[config.mk]
export PLATFORM = sky130hd
export DESIGN_NAME = cut_stream_adapter
export DESIGN_NICKNAME = d
export VERILOG_FILES = /design/src/rtl/cut_stream_adapter.sv
export SDC_FILE = /design/constraint.sdc
export NUM_CORES = 1
export LEC_CHECK = 0
export ABC_AREA = 1
export BUFFER_PORTS_ARGS = -buffer_cell sky130_fd_sc_hd__buf_2
export CAP_MARGIN = 40
export CORE_ASPECT_RATIO = 0.6
export CORE_MARGIN = 2
export CORE_UTILIZATION = 47
export CTS_CLUSTER_SIZE = 16
export DETAILED_ROUTE_END_ITERATION = 16
export GPL_TIMING_DRIVEN = 0
export PLACE_DENSITY_LB_ADDON = 0.12
export SYNTH_ARGS = -nofsm -noshare
export SYNTH_HDL_FRONTEND = slang
export SYNTH_SLANG_ARGS = --single-unit
export TNS_END_PERCENT = 30
[constraint.sdc]
create_clock -name clk -period 1.61 [get_ports clk]
set_input_delay 0.161 -clock clk [delete_from_list [all_inputs] [get_ports clk]]
set_output_delay 0.161 -clock clk [all_outputs]
set_load 0.02 [all_outputs]
[src/rtl/cut_stream_adapter.sv]
`default_nettype none
// ============================================================================
//  Module   : cut_stream_adapter
//  Purpose  : Sits between the autotest controller and the hash core under
//             test. Captures the parallel test vector and streams it MSB-first
//             as R-bit chunks over valid/ready. It then waits for the core's
//             digest, latches it and raises end_cut until the controller
//             re-asserts rst_cut.
//  Options  : CUT_CYCLE_COUNT_EN adds a 32-bit saturating busy-cycle counter
//             on port cut_cycles (cycles spent in CLEAR, SEND and WAIT).
//  Revision : 1.0 - initial release
// ============================================================================
module cut_stream_adapter #(
  parameter int DATA_WIDTH = 128,
  parameter int N          = 88,
  parameter int R          = 8
) (
  input  logic                  clk,
  input  logic                  rst,
  input  logic                  rst_cut,
  input  logic [DATA_WIDTH-1:0] input_to_cut,
  output logic                  end_cut,
  output logic [N-1:0]          output_from_cut,
  output logic                  core_clear,
  output logic [R-1:0]          m_data,
  output logic                  m_valid,
  output logic                  m_last,
  input  logic                  m_ready,
  input  logic [N-1:0]          h_digest,
  input  logic                  h_valid
`ifdef CUT_CYCLE_COUNT_EN
  ,
  output logic [31:0]           cut_cycles
`endif
);

  // DATA_WIDTH is expected to be an exact multiple of R.
  localparam int               CHUNKS   = DATA_WIDTH / R;
  localparam int               CNT_W    = $clog2(CHUNKS) + 1;
  localparam logic [CNT_W-1:0] LAST_IDX = CNT_W'(CHUNKS - 1);

  typedef enum logic [2:0] {
    S_IDLE  = 3'd0,
    S_CLEAR = 3'd1,
    S_SEND  = 3'd2,
    S_WAIT  = 3'd3,
    S_DONE  = 3'd4
  } state_t;

  state_t                state_q, state_d;
  logic [DATA_WIDTH-1:0] sreg_q, sreg_d;
  logic [CNT_W-1:0]      cnt_q, cnt_d;
  logic [N-1:0]          digest_q, digest_d;
  logic                  valid_q, valid_d;
  logic                  last_q, last_d;
  logic                  end_q, end_d;
  logic                  clear_q, clear_d;
  logic                  abort_w;
  logic                  accept_w;

  // rst_cut outside IDLE wins over any handshake or digest in the same cycle.
  assign abort_w  = rst_cut && (state_q != S_IDLE);
  assign accept_w = valid_q && m_ready;

  // Next-state, shift register, chunk counter and digest capture.
  always_comb begin
    state_d  = state_q;
    sreg_d   = sreg_q;
    cnt_d    = cnt_q;
    digest_d = digest_q;
    if (abort_w) begin
      state_d  = S_IDLE;
      sreg_d   = '0;
      cnt_d    = '0;
      digest_d = '0;
    end else begin
      case (state_q)
        S_IDLE: begin
          sreg_d   = '0;
          cnt_d    = '0;
          digest_d = '0;
          if (!rst_cut) begin
            state_d = S_CLEAR;
          end
        end
        S_CLEAR: begin
          // The vector is captured here only; later changes do not matter.
          sreg_d  = input_to_cut;
          cnt_d   = '0;
          state_d = S_SEND;
        end
        S_SEND: begin
          if (accept_w) begin
            // Shifting left leaves zeros behind, so m_data reads 0 after
            // the final chunk has gone.
            sreg_d = sreg_q << R;
            cnt_d  = cnt_q + CNT_W'(1);
            if (cnt_q == LAST_IDX) begin
              state_d = S_WAIT;
            end
          end
        end
        S_WAIT: begin
          if (h_valid) begin
            digest_d = h_digest;
            state_d  = S_DONE;
          end
        end
        S_DONE: begin
          state_d = S_DONE;
        end
        default: begin
          state_d  = S_IDLE;
          sreg_d   = '0;
          cnt_d    = '0;
          digest_d = '0;
        end
      endcase
    end
  end

  // Output flags are decoded from the next state so they leave a flop.
  always_comb begin
    valid_d = (state_d == S_SEND);
    last_d  = (state_d == S_SEND) && (cnt_d == LAST_IDX);
    end_d   = (state_d == S_DONE);
    clear_d = (state_d == S_CLEAR);
  end

  // State and output registers; async reset clears everything at once.
  always_ff @(posedge clk or negedge rst) begin
    if (!rst) begin
      state_q  <= S_IDLE;
      sreg_q   <= '0;
      cnt_q    <= '0;
      digest_q <= '0;
      valid_q  <= 1'b0;
      last_q   <= 1'b0;
      end_q    <= 1'b0;
      clear_q  <= 1'b0;
    end else begin
      state_q  <= state_d;
      sreg_q   <= sreg_d;
      cnt_q    <= cnt_d;
      digest_q <= digest_d;
      valid_q  <= valid_d;
      last_q   <= last_d;
      end_q    <= end_d;
      clear_q  <= clear_d;
    end
  end

  assign m_data          = sreg_q[DATA_WIDTH-1 -: R];
  assign m_valid         = valid_q;
  assign m_last          = last_q;
  assign end_cut         = end_q;
  assign core_clear      = clear_q;
  assign output_from_cut = digest_q;

`ifdef CUT_CYCLE_COUNT_EN
  logic [31:0] cyc_q, cyc_d;

  // Busy-cycle count: zero in IDLE, frozen in DONE, saturating.
  always_comb begin
    cyc_d = cyc_q;
    if (state_d == S_IDLE) begin
      cyc_d = '0;
    end else if (((state_q == S_CLEAR) || (state_q == S_SEND) ||
                  (state_q == S_WAIT)) && (cyc_q != 32'hFFFF_FFFF)) begin
      cyc_d = cyc_q + 32'd1;
    end
  end

  // Counter register.
  always_ff @(posedge clk or negedge rst) begin
    if (!rst) begin
      cyc_q <= '0;
    end else begin
      cyc_q <= cyc_d;
    end
  end

  assign cut_cycles = cyc_q;
`else
  // Busy-cycle counter is not built.
`endif

endmodule
`default_nettype wire

* Word level (Yosys, flattened, before mapping) *
Index checks and enable logic that the tools add are counted.

word-level totals
  register bits after elaboration = 228
  bits of input ports = 221
  output and inout port bits = 100
  word-level logic and storage cells = 46

cells by class
  $add $sub $neg = 1
  equality and inequality tests = 13
  muxes and demuxes = 15
  reductions and logical operators = 9

operators by type and width
  cell                                                  number
  case mux 128 bit (3 select lines)                     1
  two-way mux 128 bit                                   2
  two-way mux 88 bit                                    2
  case mux 88 bit (2 select lines)                      1
  two-way mux 3 bit                                     5
  case mux 3 bit (5 select lines)                       1
  equality test 5 x 4 -> 1 bit (second input constant)  2
  two-way mux 5 bit                                     2
  case mux 5 bit (2 select lines)                       1
  equality test 3 x 2 -> 1 bit (second input constant)  3
  equality test 3 x 1 -> 1 bit (second input constant)  2
  equality test 3 bit (second input constant)           2
  != test 3 bit (second input constant)                 2
  adder 5 x 1 -> 5 bit (second input constant)          1
  != test 2 x 1 -> 1 bit (second input constant)        2
  AND reduction 2 bit                                   2
  logical AND 1 bit                                     3
  zero test 3 bit                                       1
  nonzero test 3 bit                                    1
  OR reduction 3 bit                                    1
  OR reduction 2 bit                                    1

* Logic depth before layout (Yosys ltp) *
Gate-level depths: netlist (run 1).

  word-level depth = 7
  mapped depth = 11
  depth with buffers taken out = 11

* Least setup slack after synthesis (run 1) *
No wires, ideal clock.

  kind = reg2reg
  from = reg state_q[1]
  to = reg sreg_q[109]
  library setup time = 127 ps
  arrival = 1470 ps
  required time = 1483 ps
  slack = 13 ps
  cell stages (with the launch flop) = 9
  path buffers = 2
  period minus slack after synthesis = 1597 ps
  cell sequence = dfrtp_1 > nor2_1 > nand2_1 > nand2_2 > inv_2 > a21oi_4 > buf_6 > clkbuf_2 > o21ai_2

between the ends
  longest elaborated chain between the ends = 4
  elaborated cells between the ends (all ways) = 12
  classes of those cells = eq/ne (6); mux (2); reduce/logical (4)

RTL lines
  what                                                                      line  source
  start, declared                                                           50    state_t state_q, state_d;
  start signal, assigned                                                    142   state_q <= state_d;
  equality test 3 x 2 -> 1 bit, or another cell as far along                77    case (state_q)
  OR reduction 2 bit (no line) / logical AND 1 bit (equally long branches)  -
  case mux 128 bit (3 select lines), or another cell as far along           77
  two-way mux 128 bit / AND reduction 2 bit (equally long branches)         -
  end signal, assigned                                                      143   sreg_q <= sreg_d;
  end, declared                                                             51    logic [DATA_WIDTH-1:0] sreg_q, sreg_d;

Several ways; a longest one is shown, not always the timed one.
A chain may end at the register's enable or synchronous reset.

* Final worst setup path (run 1) *
  from = reg state_q[1]
  to = reg sreg_q[125]

Same word-level chain as after synthesis.

==> results of run 1 <==
critical path, cell delays in order (launching register included):
cell	delay, ps
dfrtp_2	480
nor2_4	160
nand2_2	80
nand2_4	80
inv_4	60
a21oi_4	150
buf_8	130
buf_12	100
buf_12	100
clkbuf_16	170
clkbuf_16	160
nand2_2	70
o21ai_2	60
what timing repair did:
action	CTS	global route
hold buffers	145	0
hold endpoints to repair	257	0
pin swaps	6	13
setup endpoints to repair	219	238
setup buffers	20	12
cloned	5	13
gates resized for setup	160	191
routing by layer:
layer | GRT usage | wire (um) | up-vias
li1 | - | - | 5443
met1 | 0.427 | 17600 | 5591
met2 | 0.426 | 16700 | 455
met3 | 0.0490 | 2730 | 76
met4 | 0.0762 | 1030 | 0
met5 | 0 | 0 | -
kinds of logic after synthesis:
logic type,after synthesis,share of synthesized area
buf+inv,160,0.0802
flops,228,0.514
simple gates,640,0.248
compound gates,277,0.155
fa+ha+maj,2,0.00225
power by group through the flow:
stage	clock, mW	combinational (mW)	sequential (mW)
finish	5.09	14.9	7.96
detailed placement	0	9.53	7.89
global placement	0	9.42	7.87
floorplan	0	6.22	8.17
global route	5.41	15.9	8.10
CTS	5.18	12.1	7.84
state kept, by name, summed over array words and instances (netlist names):
register and cells:
sreg_q 128, output_from_cut 88, cnt_q 5, state_q 3
core_clear 1, end_cut 1, m_last 1, m_valid 1
final timing paths:
kind | from | end | slack (ps) | cells past startpoint
worst max-delay path | state_q[1] | sreg_q[125] | -270 | 12
worst min-delay path | input_to_cut[79] | sreg_q[79] | -6 | 5
worst max register to register | state_q[1] | sreg_q[125] | -270 | 12
worst min register to register | output_from_cut[87] | output_from_cut[87] | 480 | 2
max in group asynchronous | rst | state_q[1] | 350 | 3
min in group asynchronous | rst | sreg_q[125] | 220 | 2
area by class of cell:
type / count / area [um^2] / area share
antenna: 1 / 2.50 / 0.000148
buffer: 113 / 1190 / 0.0704
clock buffer: 34 / 677 / 0.0400
clock inverter: 4 / 20.0 / 0.00118
inverter: 46 / 175 / 0.0104
multi-input combinational: 919 / 4870 / 0.288
sequential: 228 / 5710 / 0.338
tap: 315 / 394 / 0.0233
timing repair buffer: 516 / 3870 / 0.229
metrics by stage:
step / utilization / instances / hold WS [ps]
floorplan: - / 1307 / -135
detailed placement: 0.567 / 1943 / 299
global placement: 0.566 / 1942 / 423
finish: 0.731 / 2176 / -5.68
global route: 0.731 / 2176 / 32.4
CTS: 0.694 / 2150 / 3.67
Yosys cell counts:
| master | count | area share |
|---|---|---|
| ha_1 | 2 | 0.0023 |
| nand3_1 | 172 | 0.078 |
| buf_12 | 6 | 0.011 |
| a21oi_4 | 1 | 0.0015 |
| dfrtp_1 | 228 | 0.51 |
| nand2_2 | 47 | 0.026 |
| buf_1 | 4 | 0.0014 |
| clkbuf_1 | 45 | 0.015 |
| inv_1 | 42 | 0.014 |
| a21oi_1 | 2 | 0.00090 |
| nor2_1 | 15 | 0.0051 |
| buf_8 | 4 | 0.0054 |
| inv_2 | 4 | 0.0014 |
| a22oi_1 | 43 | 0.029 |
| buf_4 | 11 | 0.0074 |
| buf_2 | 32 | 0.014 |
| nand4_1 | 1 | 0.00056 |
| nor2_2 | 4 | 0.0023 |
| nand2_1 | 400 | 0.14 |
| o211ai_1 | 1 | 0.00068 |
| o21ai_1 | 46 | 0.021 |
| o22ai_1 | 8 | 0.0045 |
| buf_6 | 8 | 0.0081 |
| o21ai_2 | 54 | 0.043 |
| o21ai_0 | 122 | 0.055 |
| nor2_4 | 1 | 0.0010 |
| clkbuf_2 | 4 | 0.0018 |
==> results.md, run 1 <==
- Max clock buf depth: 3
- FMAX: 531 MHz
- Nets@finish: roughly 2100
- Worst clock skew: between 8 and 9 ps
- CTS tree: done
- Worst slack at placement: -457 ps
- # IOs: roughly 320
- Clk slew on worst S/H paths: 70 ps
- Chip Width: around 200 um
- Sequential share of power: 0.285
- Overall Power: approximately 28 mW
- First-pass GRT wire length: between 50000 and 60000 um
- Core Region: between 20000 and 25000 um^2
- Worst skew pair latency: around 500 ps
- TritonRoute pass-1 iters: 5
- Power Internal: 16.8 mW
- Crit share post-route: 1.17
- Slew of the pin with the lowest slew margin: 655 ps
- Routed length per instance: between 15 and 20 um
- Die Ht: about 120 um
- Placed Area: about 13000 um^2
- H-tree Lvls: 1
- WP data required: between 2000 and 2500 ps
- Clock sinks: between 200 and 250
- Vias post-DR: about 12000
- Failing checks: hold timing, setup timing
- Most common cell after layout, fill and taps aside: nand2_1
- Clock network power share: 0.182
- Setup crit start kind: flip-flop
- Worst-case vdd ir drop: a little over 0.0009 V
- Drt drc: 0
- Leak Pwr: 8.47 nW
- Pin count of the biggest net entering global routing: about 120
- Max Cap Violations: 0
- Avg Synthesized Cell Area: ~8.5 um^2
- Min-delay worst type: input port to flip-flop
- Initial DRC count: between 800 and 900
- YS warnings: 0
- Die area: between 20000 and 25000 um^2
- Final hold slack: -5.68 ps
- Most frequent cells in the layout: nand2_1 (356), buf_2 (326), dfrtp_1 (226), nand3_1 (169), dlygate4sd3_1 (145)
- Number of global-route vias before repair: ~11000
- FP Rows: 43
- Unique cell type count in the Yosys netlist: 27
- Fin crit period: ~1900 ps
- Post-Route WL: 38100 um
- Synthesis-to-finish area growth: 52.4%
- # port buffers: 320
- Routed Antenna Nets: 0
- Sw Share: 0.401
- Fill cells: about 1700
- Grt ovf: 0
- Cell Pwr Density: roughly 1700 nW/um^2
- Final Setup Violations: 220
- Logic gate share of total power: 0.533
- RSZ-0062 raised after global routing: true
- Syn Std Cell Area: between 10000 and 15000 um^2
- Post-Syn Instances: roughly 1300
- Switching power: 11.2 mW
- Share of the yosys chip area belonging to registers: 0.514
- CTS buffer count: 22
- WS Path Type: flip-flop to flip-flop
- Initial antenna violation count: 2
- Post-layout instance area: approximately 17000 um^2
- Pins over their slew limit: 0
- Relative slew slack: 0.563
- Crit-path max FO: 5
- Total GRT Usage: 0.284
- Outcome: finished, violations left
- Hpwl dp: between 20000 and 25000 um
- Final Hold Viols: 1
- Vias per Instance: between 5 and 6
- Setup tns final: -34060 ps
- Initial Util: 0.480
- Gpl congestion: ~0.86
- Setup slack after layout: -273 ps
- #FFs+latches synth: about 230
- Crit path DAT: 2320 ps
- Post-synthesis net count: approximately 1500
- Share of cells above drive strength 1: 0.381
- Root Buffer: clkbuf_16
- Critical Path Sink Type: flip-flop
(Power assumes the default switching activity.)
==> run 2, diff against run 1 <==
- CTS_BUF_LIST: default -> sky130_fd_sc_hd__clkbuf_8 sky130_fd_sc_hd__clkbuf_16
==> results.md, run 2 (synthesized netlist as in run 1, its figures left out) <==
- Share of cells above drive strength 1: 0.381
- Fin crit period: about 1900 ps
- Routed Antenna Nets: 0
- Setup crit start kind: flip-flop
- CTS buffer count: 22
- Final Hold Viols: 1
- Most common cell after layout, fill and taps aside: nand2_1
- Worst slack at placement: -457 ps
- Worst Reg2Reg Path Length in Cells: 12
- Storage cell area: approximately 5700 um^2
- Pins over their slew limit: 0
- Crit share post-route: 1.17
- Hold path depth: 5
- Max clock buf depth: 3
- Relative slew slack: 0.560
- Initial Util: 0.480
- Nets@finish: roughly 2100
- # port buffers: 320
- Final hold slack: -5.32 ps
- Min-delay worst type: input port to flip-flop
- Clk slew on worst S/H paths: approximately 70 ps
- Fill cells: between 1500 and 2000
- Routed length per instance: between 15 and 20 um
- Worst-case vdd ir drop: 0.000923 V
- Clock sinks: 228
- Pin count of the biggest net entering global routing: approximately 120
- Worst clock skew: 8.44 ps
- Outcome: finished, violations left
- Initial DRC count: around 920
- Post-Route WL: approximately 38000 um
- Crit path largest cell delay: between 400 and 500 ps
- Vias per Instance: 5.34
- Max Cap Violations: 0
- Synthesis-to-finish area growth: 52.4%
- Failing checks: hold timing, setup timing
- Drt drc: 0
- Vias post-DR: roughly 12000
- WS Path Type: flip-flop to flip-flop
- Reg with most FFs: sreg_q
- Critical Path Sink Type: flip-flop
- Number of flip-flops in the largest register: about 130
- H-tree Lvls: 1
- Cell Pwr Density: around 1700 nW/um^2
- Slew of the pin with the lowest slew margin: ~660 ps
- Initial antenna violation count: 2
- Crit-path max FO: 5
- Chip Width: roughly 200 um
- Die Ht: 123 um
- Number of global-route vias before repair: 10700
- Final Setup Violations: 220
- Core Region: approximately 23000 um^2
- Multi-input logic area: just under 5000 um^2
- Gpl congestion: 0.857
- Crit path DAT: around 2300 ps
- Total GRT Usage: 0.284
- Hpwl dp: ~24000 um
- Leak Pwr: 8.50 nW
- Setup tns final: -33990 ps
- Grt ovf: 0
- Setup slack after layout: -277 ps
- Root Buffer: clkbuf_16
- FP Rows: 43
- Critical path's slowest cell: dfrtp_2
- RSZ-0062 raised after global routing: true
- First-pass GRT wire length: 56500 um
- TritonRoute pass-1 iters: 6
- CTS tree: done
- Worst skew pair latency: ~500 ps
- # IOs: roughly 320
- WP data required: 2040 ps
- Most frequent cells in the layout: nand2_1 (356), buf_2 (326), dfrtp_1 (226), nand3_1 (169), dlygate4sd3_1 (145)
- CP Cell Sequence: nor2_4 -> nand2_2 -> nand2_4 -> inv_4 -> a21oi_4 -> buf_8 -> buf_12 -> buf_12 -> clkbuf_16 -> clkbuf_16 -> nand2_2 -> o21ai_2
- Die area: about 25000 um^2
- FMAX: ~530 MHz
run 2: cell types whose count changed in the layout (fill, tap and decap cells not counted):
| cell | change |
|---|---|
| inv_1 | +5 |
| clkbuf_1 | -5 |
run 2: path summary, 6_finish.rpt:
check                      slack (ps)             endpoint                start
max                              -280          sreg_q[125]           state_q[1]
min                                -5           sreg_q[79]     input_to_cut[79]
max reg2reg                      -280          sreg_q[125]           state_q[1]
min reg2reg                       480  output_from_cut[87]  output_from_cut[87]
max in group asynchronous         370           state_q[1]                  rst
min in group asynchronous         220          sreg_q[125]                  rst
run 2: timing repair:
item / CTS / global route
gates resized for setup: 160 / 191
buffers inserted: 20 / 12
endpoints found under the hold margin: 257 / 0
pin swaps: 6 / 13
gates cloned: 5 / 13
setup endpoints to repair: 219 / 238
hold buffers: 145 / 0
run 2: cell type report:
class,count,area share
Sequential cell,228,0.338
Multi-Input combinational cell,919,0.288
Buffer,113,0.0704
Inverter,46,0.0104
Tap cell,315,0.0233
Clock buffer,29,0.0389
Clock inverter,9,0.00229
Timing Repair Buffer,516,0.229
Antenna cell,1,0.000148
run 2: critical path, delay by kind of cell, from the launching register on:
family          cells  cell delay, ps
buf+inv             6             720
flops               1             480
simple gates        4             400
compound gates      2             210
run 2: layer usage:
metal | vias up | GRT usage | wire length [um]
met5 | - | 0 | 0
met1 | 5614 | 0.427 | 17400
li1 | 5443 | - | -
met2 | 492 | 0.426 | 16700
met4 | 0 | 0.0762 | 1070
met3 | 78 | 0.0490 | 2930
run 2: stage by stage:
| stage | util | instances | power (mW) | hold WS [ps] | area [um^2] |
|---|---|---|---|---|---|
| after global placement | 0.566 | 1942 | 17.3 | 423 | 13100 |
| after CTS | 0.694 | 2150 | 25.1 | 3.67 | 16000 |
| after global routing | 0.731 | 2176 | 29.4 | 32.4 | 16900 |
| after detailed placement | 0.567 | 1943 | 17.4 | 299 | 13100 |
| after floorplan | - | 1307 | 14.4 | -135 | 11100 |
| final | 0.731 | 2176 | 27.9 | -5.32 | 16900 |
run 2: power breakdown:
| part | total (mW) | internal [mW] | switching, mW |
|---|---|---|---|
| Sequential | 7.96 | 7.05 | 0.913 |
| Combinational | 14.9 | 6.82 | 8.09 |
| Clock | 5.06 | 2.85 | 2.21 |
| Total | 27.9 | 16.7 | 11.2 |
